File: config.mk
export PLATFORM = sky130hd
export DESIGN_NAME = change_logger
export DESIGN_NICKNAME = d
export VERILOG_FILES = /design/src/rtl/change_logger.sv
export SDC_FILE = /design/constraint.sdc
export NUM_CORES = 1
export LEC_CHECK = 0
export ABC_CLOCK_PERIOD_IN_PS = 6400
export BUFFER_PORTS_ARGS = -buffer_cell sky130_fd_sc_hd__buf_2
export CAP_MARGIN = 20
export CORE_AREA = 2 2 166 168
export DETAILED_ROUTE_END_ITERATION = 8
export DIE_AREA = 0 0 168 170
export PLACE_DENSITY = 0.5
export SLEW_MARGIN = 20
export SYNTH_ARGS = -nofsm -noshare
export SYNTH_HDL_FRONTEND = slang
export SYNTH_SLANG_ARGS = --single-unit
File: constraint.sdc
create_clock -name clk -period 6.4 [get_ports clk]
set_clock_uncertainty 0.15 [all_clocks]
set_input_delay 0.32 -clock clk [delete_from_list [all_inputs] [get_ports clk]]
set_output_delay 0.32 -clock clk [all_outputs]
set_load 0.01 [all_outputs]
File: src/rtl/change_logger.sv
`default_nettype none
// ============================================================================
// change_logger - N-channel value-change monitor with arbitrated event FIFO.
// Optional macro CHANGE_LOGGER_TIMESTAMP_EN adds a 16-bit ev_ts stamp. Rev 1.0
// ============================================================================
module change_logger #(
    parameter  int W     = 6,
    parameter  int N     = 3,
    parameter  int DEPTH = 8,
    localparam int CW    = (N > 1) ? $clog2(N) : 1
) (
    input  logic                     clk,
    input  logic                     rst,
    input  logic [N*W-1:0]           ch_val,
    input  logic [N-1:0]             ch_en,
    output logic                     ev_valid,
    input  logic                     ev_ready,
    output logic [CW-1:0]            ev_chan,
    output logic [W-1:0]             ev_old,
    output logic [W-1:0]             ev_new,
    output logic [$clog2(DEPTH):0]   ev_count,
    output logic [7:0]               drop_cnt,
    output logic                     busy
`ifdef CHANGE_LOGGER_TIMESTAMP_EN
    ,
    output logic [15:0]              ev_ts
`endif
);

    localparam int AW   = $clog2(DEPTH);
    localparam int CNTW = AW + 1;
    localparam int DW   = $clog2(N + 1);
`ifdef CHANGE_LOGGER_TIMESTAMP_EN
    localparam int TSW  = 16;
`else
    localparam int TSW  = 0;
`endif
    localparam int EW   = CW + 2 * W + TSW;

    logic [N-1:0][W-1:0]     w_val;
    logic [N-1:0][W-1:0]     shadow_q;
    logic [N-1:0][W-1:0]     pold_q, pold_d;
    logic [N-1:0][W-1:0]     pnew_q, pnew_d;
    logic [N-1:0]            pend_q, pend_d;
    logic [N-1:0]            w_chg, w_deq;
    logic [7:0]              drop_q, drop_d;
    logic [DW-1:0]           w_ndrop;
    logic [8:0]              w_drop_sum;
    logic [DEPTH-1:0][EW-1:0] mem_q;
    logic [AW-1:0]           wr_q, rd_q;
    logic [CNTW-1:0]         count_q, count_d;
    logic                    w_enq, w_pop, w_full;
    logic [CW-1:0]           w_win;
    logic [W-1:0]            w_win_old, w_win_new;
    logic [EW-1:0]           w_entry, w_head;
`ifdef CHANGE_LOGGER_TIMESTAMP_EN
    logic [15:0]             tsc_q;
    logic [N-1:0][15:0]      pts_q, pts_d;
    logic [15:0]             w_win_ts;
`endif

    assign w_val  = ch_val;
    assign w_full = (count_q == CNTW'(DEPTH));
    assign w_pop  = ev_valid & ev_ready;
    // A full FIFO still accepts an entry when the head leaves on the same edge.
    assign w_enq  = (|pend_q) & (~w_full | w_pop);

    always_comb begin
        w_win     = '0;
        w_win_old = '0;
        w_win_new = '0;
`ifdef CHANGE_LOGGER_TIMESTAMP_EN
        w_win_ts  = '0;
`endif
        for (int i = N - 1; i >= 0; i--) begin
            if (pend_q[i]) begin
                w_win     = CW'(i);
                w_win_old = pold_q[i];
                w_win_new = pnew_q[i];
`ifdef CHANGE_LOGGER_TIMESTAMP_EN
                w_win_ts  = pts_q[i];
`endif
            end
        end
    end

    generate
        for (genvar gi = 0; gi < N; gi++) begin : g_chan
            assign w_chg[gi] = (w_val[gi] != shadow_q[gi]);
            assign w_deq[gi] = w_enq && (w_win == CW'(gi));
        end
    endgenerate

    always_comb begin
        pend_d  = pend_q;
        pold_d  = pold_q;
        pnew_d  = pnew_q;
        w_ndrop = '0;
`ifdef CHANGE_LOGGER_TIMESTAMP_EN
        pts_d   = pts_q;
`endif
        for (int i = 0; i < N; i++) begin
            if (w_chg[i] && ch_en[i]) begin
                pnew_d[i] = w_val[i];
                if (w_deq[i]) begin
                    // Back-to-back change: the value just enqueued becomes the new old.
                    pold_d[i] = pnew_q[i];
`ifdef CHANGE_LOGGER_TIMESTAMP_EN
                    pts_d[i]  = tsc_q;
`endif
                end else if (!pend_q[i]) begin
                    pend_d[i] = 1'b1;
                    pold_d[i] = shadow_q[i];
`ifdef CHANGE_LOGGER_TIMESTAMP_EN
                    pts_d[i]  = tsc_q;
`endif
                end else begin
                    w_ndrop = w_ndrop + DW'(1);
                end
            end else if (w_deq[i]) begin
                pend_d[i] = 1'b0;
            end
        end
    end

    assign w_drop_sum = {1'b0, drop_q} + 9'(w_ndrop);
    assign drop_d     = w_drop_sum[8] ? 8'hFF : w_drop_sum[7:0];

    always_comb begin
        count_d = count_q;
        if (w_enq && !w_pop) begin
            count_d = count_q + CNTW'(1);
        end else if (!w_enq && w_pop) begin
            count_d = count_q - CNTW'(1);
        end
    end

`ifdef CHANGE_LOGGER_TIMESTAMP_EN
    assign w_entry = {w_win, w_win_old, w_win_new, w_win_ts};
`else
    assign w_entry = {w_win, w_win_old, w_win_new};
`endif

    always_ff @(posedge clk or posedge rst) begin
        if (rst) begin
            shadow_q <= '0;
            pend_q   <= '0;
            pold_q   <= '0;
            pnew_q   <= '0;
            drop_q   <= '0;
            wr_q     <= '0;
            rd_q     <= '0;
            count_q  <= '0;
`ifdef CHANGE_LOGGER_TIMESTAMP_EN
            tsc_q    <= '0;
            pts_q    <= '0;
`endif
        end else begin
            shadow_q <= w_val;
            pend_q   <= pend_d;
            pold_q   <= pold_d;
            pnew_q   <= pnew_d;
            drop_q   <= drop_d;
            count_q  <= count_d;
            if (w_enq) begin
                wr_q <= wr_q + AW'(1);
            end
            if (w_pop) begin
                rd_q <= rd_q + AW'(1);
            end
`ifdef CHANGE_LOGGER_TIMESTAMP_EN
            tsc_q    <= tsc_q + 16'd1;
            pts_q    <= pts_d;
`endif
        end
    end

    always_ff @(posedge clk) begin
        if (w_enq) begin
            mem_q[wr_q] <= w_entry;
        end
    end

    assign w_head   = mem_q[rd_q];
    assign ev_valid = (count_q != '0);
    assign ev_count = count_q;
    assign drop_cnt = drop_q;
    assign busy     = (|pend_q) | ev_valid;
    assign ev_chan  = ev_valid ? w_head[EW-1 -: CW]      : '0;
    assign ev_old   = ev_valid ? w_head[2*W+TSW-1 -: W]  : '0;
    assign ev_new   = ev_valid ? w_head[W+TSW-1 -: W]    : '0;
`ifdef CHANGE_LOGGER_TIMESTAMP_EN
    assign ev_ts    = ev_valid ? w_head[15:0]            : '0;
`endif

endmodule
`default_nettype wire

==> impl_metrics.toml, run 1 <==
[die]
die_area_sq_um = 28600
start_util = 0.296
dieWidth_um = 168
io_pins = 52
num_rows = 60
coreArea_sq_um = 26700
dieHeight_um = 170

[power_and_ir_drop]
power_switching_uw = 1360
p_clk_frac = 0.251
seq_power_share = 0.461
powerDensity_nw_per_um2 = 446
irDropWorstVdd_mv = 0.188
sw_frac_of_total = 0.326
p_int_uw = 2810
power.leakage_uw = 0.00349
p_comb_frac = 0.288
p_total_uw = 4160

[logic_synthesis]
synth_edf_count = 112
synth_seq_cells = 187
ys_types = 40
synth_nets = 551
yosysWarnings = 0
synth_cells = 517
synth_area_sq_um = 7880
synth_flop_cell = "edfxtp_1"
ys_async_sr_fraction = 0.401
ys_seq_area_frac = 0.665
avgSynthCellArea_sq_um = 15.2

[sta]
finalHoldViolCount = 0
max_freq_mhz = 254
tightest_slew_ns = 1.02
timing.final.ws_setup_ns = 2.46
fin_crit_sh = 0.615
period_minus_slack_ns = 3.94
maxSlewViolCount = 0
relSlewSlack = 0.311
rsz0062_at_grt = "false"
setup_viol = 0
tns_ns = 0

[finish]
layout_commonest_cell = "edfxtp_1"
antenna_cells = 0
final_cell_mix = "edfxtp_1, dfrtp_1, buf_2"
drive_gt1_frac = 0.247
filler_cell_count = 2539
nets = 625
syn_to_final_growth_pct = 18.5

[global_route]
antenna_found_initial = 0
grt_max_degree = 76
globalRouteTotalUtil = 0.123
grt-ovfl-total = 0
grt_pass1_wl_um = 26500
grt_pass1_vias = 4882

[routing]
drt-total-wl_um = 16400
wl_per_cell_um = 17.3
drc = 0
dr.first_iter.drc_count = 222
routed_via_density = 4.66
dr_total_vias = 4401
postRouteAntennaNets = 0
drt_first_pass_iters = 4

[clock_network]
ctsHoldBuffers = 18
cts_resized = 0
cts_tree = "yes"
htree_levels = 4
cts_root_buf = "clkbuf_16"
post_cts_buffers = 0
cts.sinks = 187
clk_pin_slew_worst_paths_ns = 0.06
cts_buffers = 17
cts_max_path_buffers = 2
clk_latency_ns = 0.43

[worst_setup_path]
critPathRequiredTime_ns = 6.54
cp_max_fo = 15
arrival_ns = 4.08
worstSetupPathType = "register to register"
cp-end-kind = "register"
critPathLaunchType = "register"

[status]
outcome = "complete, no violations"

[run]
maxCapViolCount = 0

[placed_design]
post-place-ws_ns = 2.46
port_buffers = 51
post-dp-hpwl_um = 11000
place_congestion = 0.752

[hold_path]
hold_class = "primary input to asynchronous set/reset pin"
## worst max-delay path, cell delays in order, from the launching register on
cell and delay [ns]:
dfrtp_1 0.50, nor4_4 0.87, nand2_1 0.16, nor2_1 0.13, ha_1 0.25, o211ai_1 0.10, o31a_1 0.24, nor3_1 0.08
xnor2_1 0.18, ha_1 0.21, fa_1 0.43, nand2_1 0.12, nor2_1 0.07, nand3_1 0.20, nand3_1 0.11
## stage by stage
step	hold slack (ns)	util	area (sq um)	cells
after floorplan	0.201	-	7880	517
after global placement	0.311	0.321	8560	895
after global routing	0.0323	0.350	9330	944
after detailed placement	0.318	0.321	8560	895
after CTS	0.00626	0.350	9330	944
final	0.0189	0.350	9330	944
## power by group through the flow
| stage | clock network (uW) | registers [uW] | logic [uW] |
|---|---|---|---|
| floorplan | 0 | 1810 | 890 |
| finish | 1050 | 1920 | 1200 |
| CTS | 1070 | 1930 | 1240 |
| global route | 1120 | 1970 | 1350 |
| detailed placement | 0 | 1950 | 1230 |
| global placement | 0 | 1930 | 1190 |
## sequential cells by signal (all words and copies together), names as in the netlist
register and cells:
rd_q 3, pend_q 3, drop_cnt 8, ev_count 4, wr_q 3, pnew_q 18, shadow_q 18, pold_q 18
mem_q 112
## layer usage
metal | GRT usage | vias up | part of all wire
met5 | 0 | - | 0
met4 | 0.0461 | 0 | 0.010
met3 | 0.0230 | 11 | 0.024
met2 | 0.222 | 52 | 0.53
met1 | 0.147 | 2259 | 0.43
li1 | - | 2079 | -
## worst paths after layout
kind	cells after the start	slack, ns	to	from
hold / removal	3	0.02	ev_count[1]$_DFFE_PP0P_	rst
min in group clk	3	0.03	rd_q[2]$_DFFE_PP0P_	ev_ready
setup reg to reg	14	2.46	drop_cnt[5]$_DFF_PP0_	ev_count[0]$_DFFE_PP0P_
max in group asynchronous	3	5.39	rd_q[0]$_DFFE_PP0P_	rst
hold reg to reg	1	0.34	pnew_q[1]$_DFFE_PP0P_	pnew_q[1]$_DFFE_PP0P_
setup / recovery	14	2.46	drop_cnt[5]$_DFF_PP0_	ev_count[0]$_DFFE_PP0P_
## final cells by class
cell class              count  area (sq um)  share of cell area
clock inverters            13           161              0.0173
clock buffers              18           429              0.0460
repair buffers             76           488              0.0523
multi-input cells         303          2560               0.274
inverters                   6          22.5             0.00241
flip-flops and latches    187          5240               0.562
well taps                 341           427              0.0457
## cells in the mapped netlist (all sizes together), types with 5 or more instances
cell type | n | share of area
xor2 | 7 | 0.0078
nor2 | 39 | 0.019
mux4 | 28 | 0.080
mux2 | 21 | 0.030
dfrtp | 75 | 0.24
nand2 | 49 | 0.023
nand2b | 7 | 0.0056
o21ai | 29 | 0.018
nand3 | 6 | 0.0038
mux2i | 26 | 0.033
ha | 8 | 0.013
a21oi | 14 | 0.0089
buf | 10 | 0.0059
inv | 6 | 0.0029
xnor2 | 23 | 0.026
a22oi | 5 | 0.0048
clkbuf | 11 | 0.0052
nor3 | 6 | 0.0038
edfxtp | 112 | 0.43
o22a | 6 | 0.0067
## cell families after synthesis
kind of cell               Yosys count  share of synthesized area
buffers and inverters               27                     0.0140
DFF                                187                      0.665
muxes                               75                      0.143
adders and majority gates           10                     0.0178
and+or+nand+nor                    122                     0.0723
xor gates and xnor gates            30                     0.0334
AOI/OAI and AO/OA                   66                     0.0542
(Power assumes the default switching activity.)
==> run 2: changes to the inputs <==
==> config.mk (replaced) <==
export PLATFORM = sky130hd
export DESIGN_NAME = change_logger
export DESIGN_NICKNAME = d
export VERILOG_FILES = /design/src/rtl/change_logger.sv
export SDC_FILE = /design/constraint.sdc
export NUM_CORES = 1
export LEC_CHECK = 0
export ABC_AREA = 1
export ABC_CLOCK_PERIOD_IN_PS = 3500
export BUFFER_PORTS_ARGS = -buffer_cell sky130_fd_sc_hd__buf_2
export CAP_MARGIN = 20
export CORE_AREA = 2 2 169 171
export DETAILED_ROUTE_END_ITERATION = 8
export DIE_AREA = 0 0 171 173
export PLACE_DENSITY = 0.51
export SLEW_MARGIN = 20
export SYNTH_ARGS = -nofsm -noshare
export SYNTH_HDL_FRONTEND = slang
export SYNTH_SLANG_ARGS = --single-unit
==> constraint.sdc (replaced) <==
create_clock -name clk -period 3.5 [get_ports clk]
set_clock_uncertainty 0.15 [all_clocks]
set_input_delay 0.175 -clock clk [delete_from_list [all_inputs] [get_ports clk]]
set_output_delay 0.175 -clock clk [all_outputs]
set_load 0.01 [all_outputs]
==> impl_metrics.toml, run 2 <==
[worst_setup_path]
critPathSlowestCell = "dfrtp_1"
cp_max_fo = 7
critPathLaunchType = "register"
critPathRequiredTime_ns = 3.67
critical_path.cell_chain = "nor2_4, nand3_4, nor2_2, nand3_2, inv_1, ha_1, nand2_1, nand3_1, nand2_1, o21ai_0, nand2_1, inv_1, ha_1, fa_1, nand2_1, nor2_1, inv_1, nor2_1, nand2_1, nor2_1, nand2_2, o21ai_0"
cp_top_family = "simple AND/OR/NAND/NOR gates"
worstSetupPathType = "register to register"
crit_path_frequent_cell = "nand2_1"
worst-path-buf-inv = 3
cp-end-kind = "register"
arrival_ns = 3.39
slowest_delay_ns = 0.47

[clock_network]
cts_root_buf = "clkbuf_16"
cts_max_path_buffers = 2
cts_buffers = 17
cts.sinks = 187
clk_latency_ns = 0.44
clk_pin_slew_worst_paths_ns = 0.08
htree_levels = 4
cts_tree = "yes"
post_cts_buffers = 0

[logic_synthesis]
synth_flop_cell = "edfxtp_1"
synthTopCellsByCount = "nand2_1, nor2_1, edfxtp_1"
synth_seq_cells = 187
avgSynthCellArea_sq_um = 10.2
synth_cells = 805
yosysWarnings = 0
synth_nets = 839
ys_seq_area_frac = 0.639
synth_area_leaders = "edfxtp_1, dfrtp_1, nand2_1"
yosysTopAreaCellShare = 0.410
synth_edf_count = 112
synth_area_sq_um = 8200
ys_async_sr_fraction = 0.401
yosys.area.top_type = "edfxtp_1"
ys_types = 35
synth_most_common_cell = "nand2_1"

[finish]
final_cell_mix = "nand2_1, nor2_1, edfxtp_1"
multi_input_area_sq_um = 2430
final_core_util = 0.352
final_area_sq_um = 9730
drive_gt1_frac = 0.139
syn_to_final_growth_pct = 18.6
layout_commonest_cell = "nand2_1"
seqCellArea_sq_um = 5240
stdcell_count = 1278
filler_cell_count = 2843
antenna_cells = 0
largest_reg_flops = 112
nets = 921
top_register = "mem_q"

[power_and_ir_drop]
p_comb_frac = 0.345
power_switching_uw = 2980
seq_power_share = 0.422
irDropWorstVdd_mv = 0.347
sw_frac_of_total = 0.375
power.leakage_uw = 0.00413
p_clk_frac = 0.233
p_int_uw = 4970
p_total_uw = 7950
powerDensity_nw_per_um2 = 817

[sta]
tightest_slew_ns = 0.940
maxSlewViolCount = 0
setup_viol = 0
period_minus_slack_ns = 3.21
relSlewSlack = 0.373
finalHoldViolCount = 0
max_freq_mhz = 311
fin_crit_sh = 0.918

[placed_design]
place_congestion = 0.772
placed_area_sq_um = 8940
dp_cells = 1226
port_buffers = 51
post-dp-hpwl_um = 12200

[global_route]
grt_max_degree = 59
grt-ovfl-total = 0
grt_pass1_vias = 5649
grt_pass1_wl_um = 30700
antenna_found_initial = 0
globalRouteTotalUtil = 0.135

[routing]
drt-total-wl_um = 19000
routed_via_density = 4.39
postRouteAntennaNets = 0
wl_per_cell_um = 14.8
dr_total_vias = 5613
drc = 0
dr.first_iter.drc_count = 341
drt_first_pass_iters = 5

[die]
die_area_sq_um = 29600
coreArea_sq_um = 27600
num_rows = 61
io_pins = 52
start_util = 0.297
dieWidth_um = 171
dieHeight_um = 173

[hold_path]
hold_class = "primary input to register"

[status]
outcome = "complete, no violations"

[run]
maxCapViolCount = 0
run 2: area by class of cell:
cell class	instances	share of cell area
inverters	96	0.0373
well taps	378	0.0486
repair buffers	96	0.0674
flip-flops and latches	187	0.539
clock inverters	14	0.0135
multi-input cells	489	0.250
clock buffers	18	0.0441
run 2: stage by stage:
step	setup TNS, ns	setup WS [ns]	hold WS, ns
floorplan	0	0.421	0.0564
global placement	0	0.112	0.160
detailed placement	0	0.0366	0.161
CTS	0	0.0432	0.0203
global route	-0.0147	-0.00982	0.0530
finish	0	0.286	0.0260
run 2: worst min-delay path, cell delays in order:
cell and delay [ns]:
buf_2 0.10, nand2_2 0.05, buf_4 0.18, nand2_1 0.06
run 2: worst paths after layout:
check                                         from                      to  slack (ns)  cells after the start
max                        ev_count[0]$_DFFE_PP0P_   drop_cnt[4]$_DFF_PP0_        0.29                     22
min                                       ch_en[1]   pend_q[1]$_DFFE_PP0P_        0.03                      4
max in group asynchronous                      rst   pnew_q[7]$_DFFE_PP0P_        2.03                      4
min in group asynchronous                      rst   shadow_q[1]$_DFF_PP0_        0.24                      3
min reg2reg                 pnew_q[17]$_DFFE_PP0P_  pnew_q[17]$_DFFE_PP0P_        0.33                      2
max reg2reg                ev_count[0]$_DFFE_PP0P_   drop_cnt[4]$_DFF_PP0_        0.29                     22
run 2: per-layer routing:
| metal | track usage | vias up | routed length (um) | share of wire |
|---|---|---|---|---|
| met1 | 0.183 | 2655 | 9220 | 0.49 |
| met5 | 0 | - | 0 | 0 |
| li1 | - | 2859 | - | - |
| met4 | 0.0388 | 0 | 219 | 0.012 |
| met2 | 0.217 | 86 | 8940 | 0.47 |
| met3 | 0.0270 | 13 | 568 | 0.030 |
run 2: power groups by stage:
stage / clock [uW] / sequential, uW / combinational (uW)
after detailed placement: 0 / 3390 / 2770
after global placement: 0 / 3390 / 2750
after floorplan: 0 / 3360 / 1780
after global routing: 1980 / 3430 / 3110
after CTS: 1900 / 3350 / 2800
final: 1850 / 3360 / 2740
run 2: logic make-up (layout without fill, tap and decap cells):
family,count (synthesis),after routing,synth area share
adder cells (fa/ha/maj),10,10,0.0171
flip-flops,187,187,0.639
buffers and inverters,129,224,0.0670
AO/OA/AOI/OAI,149,149,0.112
XOR/XNOR,7,7,0.00748
AND/OR/NAND/NOR,323,323,0.157
run 2: repair_timing:
action | CTS | global route
gates resized for setup | 0 | 6
endpoints found under the hold margin | 80 | 0
hold buffers | 20 | 0
endpoints found under the setup margin | 0 | 7
